**config.mk**
```make
export PLATFORM = sky130hd
export DESIGN_NAME = proc_gen
export DESIGN_NICKNAME = d
export VERILOG_FILES = /design/src/rtl/proc_gen.sv
export SDC_FILE = /design/constraint.sdc
export NUM_CORES = 1
export LEC_CHECK = 0
export ABC_AREA = 1
export BUFFER_PORTS_ARGS = -buffer_cell sky130_fd_sc_hd__buf_4
export CORE_MARGIN = 10
export CORE_UTILIZATION = 35
export CTS_CLUSTER_DIAMETER = 40
export DETAILED_ROUTE_END_ITERATION = 7
export PLACE_DENSITY = 0.53
export SYNTH_ARGS = -nofsm -noshare
export SYNTH_HDL_FRONTEND = slang
export SYNTH_SLANG_ARGS = --single-unit
export TNS_END_PERCENT = 1
```
**constraint.sdc**
```tcl
create_clock -name Clock -period 19.3 [get_ports Clock]
set_input_delay 3.86 -clock Clock [delete_from_list [all_inputs] [get_ports Clock]]
set_output_delay 3.86 -clock Clock [all_outputs]
set_load 0.05 [all_outputs]
```
**src/rtl/proc_gen.sv**
```systemverilog
// Multicycle 8-register CPU core that fetches through R7 and reaches memory over
// a req/ready port, so wait-state memories and memory-mapped I/O can stall it.
package proc_gen_pkg;
  typedef enum logic [3:0] {
    ST_IDLE,
    ST_FETCH,
    ST_F_WAIT,
    ST_EX1,
    ST_EX2,
    ST_EX3,
    ST_I_WAIT,
    ST_L_WAIT,
    ST_S_WAIT,
    ST_DONE,
    ST_HALT
  } state_t;
endpackage

module proc_gen
  import proc_gen_pkg::*;
#(
  parameter int                DATA_W   = 16,
  parameter int                ADDR_W   = 16,
  parameter logic [DATA_W-1:0] RESET_PC = '0
) (
  input  logic              Clock,
  input  logic              Reset,
  input  logic              Run,
  input  logic [DATA_W-1:0] DIN,
  input  logic              mem_ready,
  output logic [ADDR_W-1:0] ADDR,
  output logic [DATA_W-1:0] DOUT,
  output logic              W,
  output logic              mem_req,
  output logic              Done,
  output logic              Halted,
  output state_t            state_dbg
);

  // Memory handshake: mem_req is high in every wait state; the access completes
  // on the first rising edge where mem_ready is also high (read data sampled
  // from DIN on that edge). mem_ready is ignored whenever mem_req is low.

  localparam logic [2:0] OP_MV   = 3'd0;
  localparam logic [2:0] OP_MVI  = 3'd1;
  localparam logic [2:0] OP_ADD  = 3'd2;
  localparam logic [2:0] OP_SUB  = 3'd3;
  localparam logic [2:0] OP_LD   = 3'd4;
  localparam logic [2:0] OP_ST   = 3'd5;
  localparam logic [2:0] OP_MVNZ = 3'd6;

  state_t            state;
  logic [DATA_W-1:0] r [8];
  logic [DATA_W-1:0] a;
  logic [DATA_W-1:0] g;
  logic [8:0]        ir;

  logic [2:0] op;
  logic [2:0] rx;
  logic [2:0] ry;

  assign op = ir[8:6];
  assign rx = ir[5:3];
  assign ry = ir[2:0];

  // Register value to bus address: truncate or zero-extend to ADDR_W.
  function automatic logic [ADDR_W-1:0] to_addr(input logic [DATA_W-1:0] v);
    logic [ADDR_W+DATA_W-1:0] wide;
    wide = {{ADDR_W{1'b0}}, v};
    return wide[ADDR_W-1:0];
  endfunction

  always_ff @(posedge Clock or posedge Reset) begin
    if (Reset) begin
      state <= ST_IDLE;
      for (int i = 0; i < 7; i++) r[i] <= '0;
      r[7] <= RESET_PC;
      a    <= '0;
      g    <= '0;
      ir   <= '0;
      ADDR <= '0;
      DOUT <= '0;
    end else begin
      case (state)
        ST_IDLE: begin
          if (Run) state <= ST_FETCH;
        end
        ST_FETCH: begin
          ADDR  <= to_addr(r[7]);
          r[7]  <= r[7] + DATA_W'(1);
          state <= ST_F_WAIT;
        end
        ST_F_WAIT: begin
          if (mem_ready) begin
            ir    <= DIN[DATA_W-1 -: 9];
            state <= ST_EX1;
          end
        end
        ST_EX1: begin
          case (op)
            OP_MV: begin
              r[rx] <= r[ry];
              state <= ST_DONE;
            end
            OP_MVI: begin
              // Immediate lives in the word after the opcode.
              ADDR  <= to_addr(r[7]);
              r[7]  <= r[7] + DATA_W'(1);
              state <= ST_I_WAIT;
            end
            OP_ADD, OP_SUB: begin
              a     <= r[rx];
              state <= ST_EX2;
            end
            OP_LD: begin
              ADDR  <= to_addr(r[ry]);
              state <= ST_L_WAIT;
            end
            OP_ST: begin
              ADDR  <= to_addr(r[ry]);
              DOUT  <= r[rx];
              state <= ST_S_WAIT;
            end
            OP_MVNZ: begin
              if (g != '0) r[rx] <= r[ry];
              state <= ST_DONE;
            end
            default: state <= ST_HALT;
          endcase
        end
        ST_EX2: begin
          g     <= (op == OP_SUB) ? a - r[ry] : a + r[ry];
          state <= ST_EX3;
        end
        ST_EX3: begin
          r[rx] <= g;
          state <= ST_DONE;
        end
        ST_I_WAIT, ST_L_WAIT: begin
          if (mem_ready) begin
            r[rx] <= DIN;
            state <= ST_DONE;
          end
        end
        ST_S_WAIT: begin
          if (mem_ready) state <= ST_DONE;
        end
        ST_DONE: begin
          state <= Run ? ST_FETCH : ST_IDLE;
        end
        ST_HALT: begin
          state <= ST_HALT;
        end
        default: state <= ST_IDLE;
      endcase
    end
  end

  // Strobes decode the state register alone, so Reset drops them at once.
  assign mem_req   = (state == ST_F_WAIT) || (state == ST_I_WAIT) ||
                     (state == ST_L_WAIT) || (state == ST_S_WAIT);
  assign W         = (state == ST_S_WAIT);
  assign Done      = (state == ST_DONE);
  assign Halted    = (state == ST_HALT);
  assign state_dbg = state;

endmodule

```
==> metrics <==
CTS Buf Count=53; final wirelength=75200 um; first-pass GRT wire length=113000 um; post-synthesis compound-gate area fraction=26.7%; crit path launch=state_dbg[2]; Final nets=2546; Post-DRT Antenna Nets=0; Tcrit/Tclk final=34.9%; Max Cap Violations=0; Final Critical Period=6740 ps; CTS tree=built; DR iter-0 viols=2386; most frequent cells in the layout=845 x nand2_1, 414 x o21ai_0, 240 x inv_1, 204 x dfrtp_1, 134 x nand3_1; Final setup viols=0; CP startpoint kind=flip-flop; critical path class=reg2out; HP Class=reg2reg; PortBufs=59; largest delay contributor family on the critical path=buffers and inverters; Design Power=4150 uW; routed length per instance=23.9 um; Layout fillers=4788; vias in the first global route=17500; Synth Area in Simple Gates=28.1%; CP required=15440 ps; sequential share of the synthesized area=31.9%; fmax=148 MHz; clock skew=21.4 ps; most common cell after layout, fill and taps aside=nand2_1; Syn. warnings=0; reg2reg start=ir[0]; Post-route DRC=0; CP max stage cell=buf_4; Synth Area per Inst=6.37 um2; GRT Util Overall=27.1%; Cells after Synth=2525; Starting Density=35.5%; worst stage delay on the critical path=670 ps; Mapped Area=0.0161 mm2; post-synthesis async set-or-reset flop share=100%; Reg clk slew, reported paths=50 ps; register bit count reported by yosys=205; Synth Area in XOR/XNOR=1.42%; Core Area=0.0454 mm2; Die X=234 um; combinational family with the most area after synthesis=simple AND/OR/NAND/NOR gates; CP endpoint kind=output pin; critical path, cell by cell=inv_1 -> nor2_1 -> inv_2 -> nor2_4 -> buf_4 -> inv_1 -> nand3b_1 -> buf_4; H-tree levels=2; worst hold start=ADDR[11]; RSZ-0062 raised after global routing=no; depth of the most critical reg-to-reg path=23; CTS max path bufs=3; Lkg Pwr=0.00828 uW; total setup buffers inserted after CTS=0; status=completed; via count=18600; area share of fa/ha/maj cells after synthesis=1.45%; number of flops mapped to enable cells by yosys=0; WP depth=8; mux cell area share after synthesis=0.0700%; die height=234 um; Hold-fix buffers, CTS=0; initial antenna violation count=0; dominant synthesized flop cell=dfrtp_1; final hold viol count=0; WHS Path Cells=2; root buffer cell=clkbuf_16; Post-CTS Resized=0; critical path peak fanout=62; Worst-Margin Slew=1220 ps; Peak supply drop=0.000104 V; die footprint=0.0550 mm2; pre-CTS setup slack=13220 ps; Worst slew margin=18.6%; Layout area overhead=15.7%; Arr. time, crit path=2880 ps; drt via density=5.91; Top Ports=60; detailed placer's ending HPWL=49000 um; pwr/cell area=223 mW/mm2; Antenna Diode Count=0; layout cells sized above 1=8.59%; Final Worst Setup Slack=12560 ps; pin count of the biggest net entering global routing=85; CTS sink cnt=205; WP buf/inv=5; Setup TNS=0 ps; clock latency on the worst-skew pair=600 ps; Rows=78; routability cong.=0.934; syn_nets=2563; Slew Limit Fails=0; 1st-pass router iterations=6; Cell variety after synth=47; GRT overflow=0
## where the power goes
part / switching, uW / total, uW / internal [uW]
clock: 303 / 872 / 568
sequential: 182 / 805 / 624
combinational: 1810 / 2480 / 664
## cells by family (layout without fill, tap and decap cells)
family | after synthesis | count (layout)
AO/OA/AOI/OAI | 736 | 736
XOR/XNOR | 26 | 26
adder cells (fa/ha/maj) | 18 | 18
buffers and inverters | 417 | 440
flip-flops | 205 | 205
multiplexers | 1 | 1
AND/OR/NAND/NOR | 1122 | 1122
## synth_stat cells, types with 2 or more instances
cell | instances | area share [%]
a21o_1 | 2 | 0.093
nand2_2 | 5 | 0.19
o22ai_1 | 20 | 0.78
a31oi_1 | 10 | 0.39
o21ai_1 | 22 | 0.68
clkinv_1 | 6 | 0.14
inv_1 | 241 | 5.6
a21oi_2 | 4 | 0.22
nand2_1 | 847 | 20
o21bai_1 | 2 | 0.093
o21ai_0 | 414 | 13
buf_2 | 64 | 2.0
nor4_1 | 2 | 0.078
o2111ai_1 | 11 | 0.60
buf_1 | 6 | 0.14
o31ai_1 | 3 | 0.14
o211ai_1 | 126 | 5.9
nor3_1 | 11 | 0.34
a22oi_1 | 9 | 0.42
inv_2 | 4 | 0.093
a21boi_0 | 5 | 0.23
a221oi_1 | 25 | 1.4
o221ai_1 | 5 | 0.27
nand3_1 | 139 | 4.3
nor2_1 | 87 | 2.0
o21ai_2 | 2 | 0.11
ha_1 | 17 | 1.3
o211a_1 | 2 | 0.12
dfrtp_1 | 205 | 32
nor2_2 | 4 | 0.16
or2_2 | 2 | 0.078
a211oi_1 | 6 | 0.28
a22o_1 | 3 | 0.16
clkbuf_1 | 91 | 2.1
nand3b_1 | 3 | 0.14
xor2_1 | 26 | 1.4
nor3_2 | 2 | 0.12
buf_4 | 5 | 0.23
nand4_1 | 15 | 0.58
a21oi_1 | 65 | 2.0
## through the flow
step | util [%] | hold WS, ps | std cells | instance area [um2]
finish | 41.0 | 484 | 3148 | 18600
global route | 41.0 | 500 | 3148 | 18600
CTS | 41.0 | 487 | 3148 | 18600
detailed placement | 37.2 | 472 | 3053 | 16900
global placement | 37.2 | 469 | 3053 | 16900
floorplan | - | 453 | 2525 | 16100
## tightest hold or removal path, delay by kind of cell, from the launching register on
family,cells,cell delay [ps]
and+or+nand+nor,2,100
DFF,1,340
## layer usage
| metal | share of wire (%) | wire length (um) | vias to the layer above | track usage, % |
|---|---|---|---|---|
| met5 | 0 | 0 | - | 0 |
| met4 | 6.3 | 4730 | 0 | 16.8 |
| li1 | - | - | 8463 | - |
| met3 | 8.9 | 6670 | 221 | 4.31 |
| met1 | 41 | 31200 | 8918 | 36.2 |
| met2 | 43 | 32600 | 987 | 40.4 |
## path summary, 6_finish.rpt
path                                              endpoint  slack, ps
worst min register to register                    ADDR[11]        480
worst max register to register                       g[15]      13840
max in group asynchronous                          DOUT[1]      14470
worst max-delay path                               mem_req      12560
min in group asynchronous       asynchronous set/reset pin       3340
worst min-delay path                              ADDR[11]        480
## final cells by class
cell class,instances,area [um2],area share (%)
Multi-Input combinational cell,1903,9360,50.3
Clock inverter,27,272,1.46
Tap cell,600,751,4.03
Sequential cell,205,5130,27.6
Timing Repair Buffer,94,706,3.79
Inverter,251,950,5.10
Clock buffer,68,1450,7.80
(Power assumes the default switching activity.)
